### config.mk
export PLATFORM = sky130hd
export DESIGN_NAME = mdu_ctrl
export DESIGN_NICKNAME = d
export VERILOG_FILES = /design/src/rtl/mdu_defs_pkg.sv /design/src/rtl/mdu_lat_counter.sv /design/src/rtl/mdu_ctrl.sv
export SDC_FILE = /design/constraint.sdc
export NUM_CORES = 1
export LEC_CHECK = 0
export ABC_AREA = 0
export CAP_MARGIN = 20
export CORE_MARGIN = 3
export CORE_UTILIZATION = 36
export DETAILED_ROUTE_END_ITERATION = 8
export PLACE_DENSITY = 0.78
export SLEW_MARGIN = 0
export SYNTH_ARGS = -nofsm -noshare
export SYNTH_HDL_FRONTEND = slang
export SYNTH_HIERARCHICAL = 1
export SYNTH_SLANG_ARGS = --single-unit
export TNS_END_PERCENT = 1
### constraint.sdc
create_clock -name clk -period 1.7 [get_ports clk]
set_clock_uncertainty 0.1 [all_clocks]
set_input_delay 0.34 -clock clk [delete_from_list [all_inputs] [get_ports clk]]
set_output_delay 0.34 -clock clk [all_outputs]
set_load 0.02 [all_outputs]
### src/rtl/mdu_defs_pkg.sv
// mdu_defs: shared encodings and default latencies for the multiply/divide
// sequencing controller and its latency counter.
package mdu_defs;

    typedef enum logic [1:0] {
        ST_IDLE   = 2'd0,
        ST_LAUNCH = 2'd1,
        ST_WAIT   = 2'd2,
        ST_COMMIT = 2'd3
    } state_e;

    localparam logic OP_MULT = 1'b0;
    localparam logic OP_DIV  = 1'b1;

    localparam int DEF_MULT_LAT = 32;
    localparam int DEF_DIV_LAT  = 32;
    localparam int DEF_CNT_W    = 6;

endpackage

### src/rtl/mdu_lat_counter.sv
// mdu_lat_counter: loadable down-counter with a zero flag; it parks at zero
// instead of wrapping, so an extra decrement request is harmless.
module mdu_lat_counter #(
    parameter int CNT_W = 6
) (
    input  logic             clk,
    input  logic             reset,
    input  logic             load,
    input  logic             dec,
    input  logic [CNT_W-1:0] load_val,
    output logic             zero
);

    logic [CNT_W-1:0] cnt_q;
    logic [CNT_W-1:0] cnt_d;

    always_comb begin
        cnt_d = cnt_q;
        if (load) begin
            cnt_d = load_val;
        end else if (dec && (cnt_q != '0)) begin
            cnt_d = cnt_q - CNT_W'(1);
        end
    end

    always_ff @(posedge clk or negedge reset) begin
        if (!reset) begin
            cnt_q <= '0;
        end else begin
            cnt_q <= cnt_d;
        end
    end

    assign zero = (cnt_q == '0);

endmodule

### src/rtl/mdu_ctrl.sv
// mdu_ctrl: launches the iterative multiply/divide engines, waits out their latency
// and commits Hi/Lo. Define MDU_ENGINE_DONE_EN to wait on engine done pulses instead.
module mdu_ctrl
    import mdu_defs::*;
#(
    parameter int MULT_LAT = DEF_MULT_LAT,
    parameter int DIV_LAT  = DEF_DIV_LAT,
    parameter int CNT_W    = DEF_CNT_W
) (
    input  logic        clk,
    input  logic        reset,
    input  logic        op_start,
    input  logic        op_sel,
    input  logic [31:0] op_a,
    input  logic [31:0] op_b,
    input  logic        hi_we,
    input  logic        lo_we,
    input  logic [31:0] wr_data,
    output logic [31:0] eng_a,
    output logic [31:0] eng_b,
    output logic        mult_start,
    output logic        div_start,
    input  logic [31:0] mult_hi,
    input  logic [31:0] mult_lo,
    input  logic [31:0] div_hi,
    input  logic [31:0] div_lo,
    output logic [31:0] hi_out,
    output logic [31:0] lo_out,
    output logic        busy,
    output logic        done,
`ifdef MDU_ENGINE_DONE_EN
    input  logic        mult_done,
    input  logic        div_done,
    output logic        timeout,
`endif
    output logic        div_zero
);

    // With engine done pulses the counter becomes a 2*LAT watchdog.
`ifdef MDU_ENGINE_DONE_EN
    localparam logic [CNT_W-1:0] MULT_LOAD = CNT_W'(2 * MULT_LAT - 1);
    localparam logic [CNT_W-1:0] DIV_LOAD  = CNT_W'(2 * DIV_LAT - 1);
`else
    localparam logic [CNT_W-1:0] MULT_LOAD = CNT_W'(MULT_LAT - 1);
    localparam logic [CNT_W-1:0] DIV_LOAD  = CNT_W'(DIV_LAT - 1);
`endif

    state_e      state_q, state_d;
    logic        sel_q, sel_d;
    logic [31:0] eng_a_q, eng_a_d;
    logic [31:0] eng_b_q, eng_b_d;
    logic [31:0] hi_q, hi_d;
    logic [31:0] lo_q, lo_d;
    logic        mult_start_q, mult_start_d;
    logic        div_start_q, div_start_d;
    logic        done_q, done_d;
    logic        div_zero_q, div_zero_d;
    logic        timeout_q, timeout_d;

    logic             cnt_load;
    logic             cnt_dec;
    logic [CNT_W-1:0] cnt_load_val;
    logic             cnt_zero;
    logic             div_by_zero;
    logic             eng_done;

    assign div_by_zero = (op_sel == OP_DIV) && (op_b == 32'd0);

`ifdef MDU_ENGINE_DONE_EN
    assign eng_done = (sel_q == OP_DIV) ? div_done : mult_done;
`else
    assign eng_done = 1'b0;
`endif

    mdu_lat_counter #(
        .CNT_W (CNT_W)
    ) u_lat_counter (
        .clk      (clk),
        .reset    (reset),
        .load     (cnt_load),
        .dec      (cnt_dec),
        .load_val (cnt_load_val),
        .zero     (cnt_zero)
    );

    always_ff @(posedge clk or negedge reset) begin
        if (!reset) begin
            state_q <= ST_IDLE;
        end else begin
            state_q <= state_d;
        end
    end

    always_comb begin
        state_d = state_q;
        case (state_q)
            ST_IDLE: begin
                if (op_start && !div_by_zero) begin
                    state_d = ST_LAUNCH;
                end
            end
            ST_LAUNCH: state_d = ST_WAIT;
            ST_WAIT: begin
`ifdef MDU_ENGINE_DONE_EN
                if (eng_done) begin
                    state_d = ST_COMMIT;
                end else if (cnt_zero) begin
                    state_d = ST_IDLE;
                end
`else
                if (cnt_zero) begin
                    state_d = ST_COMMIT;
                end
`endif
            end
            ST_COMMIT: state_d = ST_IDLE;
            default:   state_d = ST_IDLE;
        endcase
    end

    // Output/next-value logic; every output is the registered copy of these.
    always_comb begin
        sel_d        = sel_q;
        eng_a_d      = eng_a_q;
        eng_b_d      = eng_b_q;
        hi_d         = hi_q;
        lo_d         = lo_q;
        mult_start_d = 1'b0;
        div_start_d  = 1'b0;
        done_d       = 1'b0;
        div_zero_d   = 1'b0;
        timeout_d    = 1'b0;
        cnt_load     = 1'b0;
        cnt_dec      = 1'b0;
        cnt_load_val = (sel_q == OP_DIV) ? DIV_LOAD : MULT_LOAD;
        case (state_q)
            ST_IDLE: begin
                if (hi_we) hi_d = wr_data;
                if (lo_we) lo_d = wr_data;
                if (op_start) begin
                    sel_d   = op_sel;
                    eng_a_d = op_a;
                    eng_b_d = op_b;
                    if (div_by_zero) begin
                        div_zero_d = 1'b1;
                        done_d     = 1'b1;
                    end else begin
                        mult_start_d = (op_sel == OP_MULT);
                        div_start_d  = (op_sel == OP_DIV);
                    end
                end
            end
            ST_LAUNCH: begin
                cnt_load = 1'b1;
            end
            ST_WAIT: begin
                cnt_dec = 1'b1;
                if (!eng_done && cnt_zero) begin
`ifdef MDU_ENGINE_DONE_EN
                    timeout_d = 1'b1;
                    done_d    = 1'b1;
`endif
                end
            end
            ST_COMMIT: begin
                hi_d   = (sel_q == OP_DIV) ? div_hi : mult_hi;
                lo_d   = (sel_q == OP_DIV) ? div_lo : mult_lo;
                done_d = 1'b1;
            end
            default: ;
        endcase
    end

    always_ff @(posedge clk or negedge reset) begin
        if (!reset) begin
            sel_q        <= OP_MULT;
            eng_a_q      <= '0;
            eng_b_q      <= '0;
            hi_q         <= '0;
            lo_q         <= '0;
            mult_start_q <= 1'b0;
            div_start_q  <= 1'b0;
            done_q       <= 1'b0;
            div_zero_q   <= 1'b0;
            timeout_q    <= 1'b0;
        end else begin
            sel_q        <= sel_d;
            eng_a_q      <= eng_a_d;
            eng_b_q      <= eng_b_d;
            hi_q         <= hi_d;
            lo_q         <= lo_d;
            mult_start_q <= mult_start_d;
            div_start_q  <= div_start_d;
            done_q       <= done_d;
            div_zero_q   <= div_zero_d;
            timeout_q    <= timeout_d;
        end
    end

    assign eng_a      = eng_a_q;
    assign eng_b      = eng_b_q;
    assign hi_out     = hi_q;
    assign lo_out     = lo_q;
    assign mult_start = mult_start_q;
    assign div_start  = div_start_q;
    assign busy       = (state_q != ST_IDLE);
    assign done       = done_q;
    assign div_zero   = div_zero_q;
`ifdef MDU_ENGINE_DONE_EN
    assign timeout    = timeout_q;
`else
    logic unused_timeout;
    assign unused_timeout = timeout_q ^ eng_done;
`endif

endmodule

==> flow_metrics.tcl <==
set metrics [dict create \
    async_flop_share 1.00 \
    nFillCells 1448 \
    antenna_found_initial 0 \
    placed_cells 1156 \
    synthDistinctLibCells 41 \
    ant_nets 0 \
    regToRegSetupSlack_ps -20 \
    drt_iter0_markers 166 \
    slowest_stage "dfrtp_1" \
    cp.required_ps 1900 \
    hold_viol 0 \
    firstDrtPassIters 4 \
    stdcell_count 1201 \
    grt_pass1_wl_mm 33.1 \
    finalCritPeriodShare 1.01 \
    worstSetupPathType "register to register" \
    syn_inst 549 \
    io-pin-count 363 \
    fin_crit_ps 1720 \
    arrival_ps 1930 \
    core_area_um2 18200 \
    clkLatencyLatePin_ps 420 \
    cts_made_buffers 17 \
    fmax_ghz 0.580 \
    end_kind "register" \
    gp_congestion 0.840 \
    design_area_um2 11900 \
    start_util 0.371 \
    cap_violations 0 \
    finalWorstSetupSlack_ps -24.8 \
    yosys.area.top_type "dfrtp_1" \
    slowest_delay_ps 410 \
    syn_area_per_cell_um2 12.3 \
    cts_tree "yes" \
    crit_fanout 20 \
    path_clk_slew_ps 70 \
    h-tree-depth 4 \
    drt_wl_total_mm 23.4 \
    cts_sinks 141 \
    nNetsFinal 1195 \
    grt_max_degree 51 \
    path_cells "buf_6, ha_4, nor2b_4, a21oi_4, buf_4, buf_12, a211oi_1, a21o_1" \
    rows 49 \
    dieArea_um2 20400 \
    first_global_vias 6202 \
    synth_ff_type "dfrtp_1" \
    synth_edf_count 0 \
    status "complete, but fails checks" \
    startpoint_type "register" \
    syn-cell-area_um2 6760 \
    finalPower_mw 21.9 \
    hpwl_mm 17.3 \
    n_antenna_cell 0 \
    p_leak_nw 5.78 \
    area_delta_synth_final_pct 75.8 \
    cts.root.buffer_cell "clkbuf_16" \
    ys_top_cells_by_area "dfrtp_1, mux2_2, mux2i_1" \
    die-height_um 143 \
    setup_violations 18 \
    hp-class "input port to register" \
    ys_ff_latch 141 \
    drcViolationCount 0 \
    place_area_um2 11000 \
    grt_overflow 0 \
    ir_worst_vdd_uv 909 \
    wl_per_cell_um 19.5 \
    rsz0062_at_grt "yes" \
    drive_gt1_frac 0.202 \
    viasPerCell 5.02 \
    io_buffer_count 362 \
    die_x_um 143 \
    violations "setup timing" \
    clockBufferDepth 2 \
    dr_total_vias 6031 \
    synth.top_cell.area_share 0.522 \
    dp_slack_ps -620 \
    synth-seq-area-share 0.522 \
    track_usage 0.209 \
    drv_slew 0 \
    yosysWarnings 6 \
    cellPowerDensity_nw_per_um2 1840 \
]
[metal layers]
layer | track usage | up-vias | routed length (µm)
met1 | 0.246 | 2900 | 9040
met3 | 0.0891 | 24 | 2440
met5 | 0 | - | 0
met4 | 0.0705 | 0 | 404
met2 | 0.346 | 252 | 11500
li1 | - | 2855 | -
[layout by cell type, fill, tap and decap left out, drive strengths merged, types with 2 or more instances in the layout]
cell type	synthesis	layout
ha	6	6
nand2b	3	3
o31ai	3	3
a21oi	6	6
dfrtp	141	141
inv	8	15
nor2b	3	3
or3	2	2
clkdlybuf4s50	0	203
mux2	65	65
conb	2	6
nand3	4	4
clkbuf	14	21
nand4	3	3
dlygate4sd2	0	132
buf	26	62
a211oi	64	64
dlymetal6s2s	0	25
mux2i	64	64
nor4	8	8
clkinv	0	6
nor3	3	3
nor2	40	40
nand2	8	8
a21o	64	64
[final cells by class]
type / count / area, µm² / share of cell area
clock buffer: 17 / 425 / 0.0358
tap: 229 / 287 / 0.0241
timing repair buffer: 427 / 4280 / 0.360
clock inverter: 15 / 174 / 0.0146
sequential: 141 / 3530 / 0.297
inverter: 8 / 30.0 / 0.00253
multi-input combinational: 364 / 3150 / 0.266
[critical path, delay by kind of cell, from the launching register on]
kind	cells	cell delay (ps)
buf+inv	3	440
flops	1	410
compound gates	3	360
fa+ha+maj	1	150
simple gates	1	140
[metrics by stage]
stage          TNS [ps]   util  hold WS (ps)
6_report           -138  0.652           101
5_1_grt           -2610  0.652          99.0
4_1_cts           -2570  0.632           312
3_5_place_dp      -5500  0.606           174
3_3_place_gp      -4140  0.606           177
2_1_floorplan         0      -         -55.6
[where the power goes]
part	leakage, nW	internal [mW]	total (mW)	switching (mW)
Clock	0.290	2.09	3.72	1.63
Sequential	1.70	5.07	5.93	0.858
Combinational	3.80	5.81	12.2	6.41
[cell families after synthesis]
group / count (synthesis) / share of synthesized area
AO/OA/AOI/OAI: 146 / 0.168
flip-flops: 141 / 0.522
multiplexers: 129 / 0.204
AND/OR/NAND/NOR: 76 / 0.0602
buffers and inverters: 48 / 0.0326
adder cells (fa/ha/maj): 6 / 0.0111
other: 2 / 0.00111
XOR/XNOR: 1 / 0.00130
[state kept, by name (all words and copies together) (netlist names), 2 cells and up]
| signal | count |
|---|---|
| eng_a | 32 |
| eng_b | 32 |
| lo_out | 32 |
| hi_out | 32 |
| state_q | 2 |
| u_lat_counter/cnt_q | 6 |
[what timing repair did]
action	in CTS	in global routing
gates cloned	0	5
hold buffers	1	0
pin swaps	1	25
setup buffers	0	7
resized for setup	140	56
endpoints found under the hold margin	31	0
endpoints found under the setup margin	229	116
[worst paths after layout]
path	from	to	cells past startpoint
worst max-delay path	state_q[1]	hi_out[15]	8
worst min-delay path	op_b[13]	eng_b[13]	2
worst max register to register	state_q[1]	hi_out[15]	8
worst min register to register	hi_out[23]	hi_out[23]	1
max in group asynchronous	reset	lo_out[9]	3
min in group asynchronous	reset	hi_out[30]	2
[Yosys cell counts (all sizes together), types with 2 or more instances]
library cell	count
a21o	64
nor2	40
nand2b	3
nand4	3
nor2b	3
a211oi	64
clkbuf	14
buf	26
nand3	4
dfrtp	141
ha	6
mux2i	64
nor3	3
nor4	8
mux2	65
a21oi	6
or3	2
conb	2
nand2	8
inv	8
o31ai	3
Power figures use the tool's default switching activity.
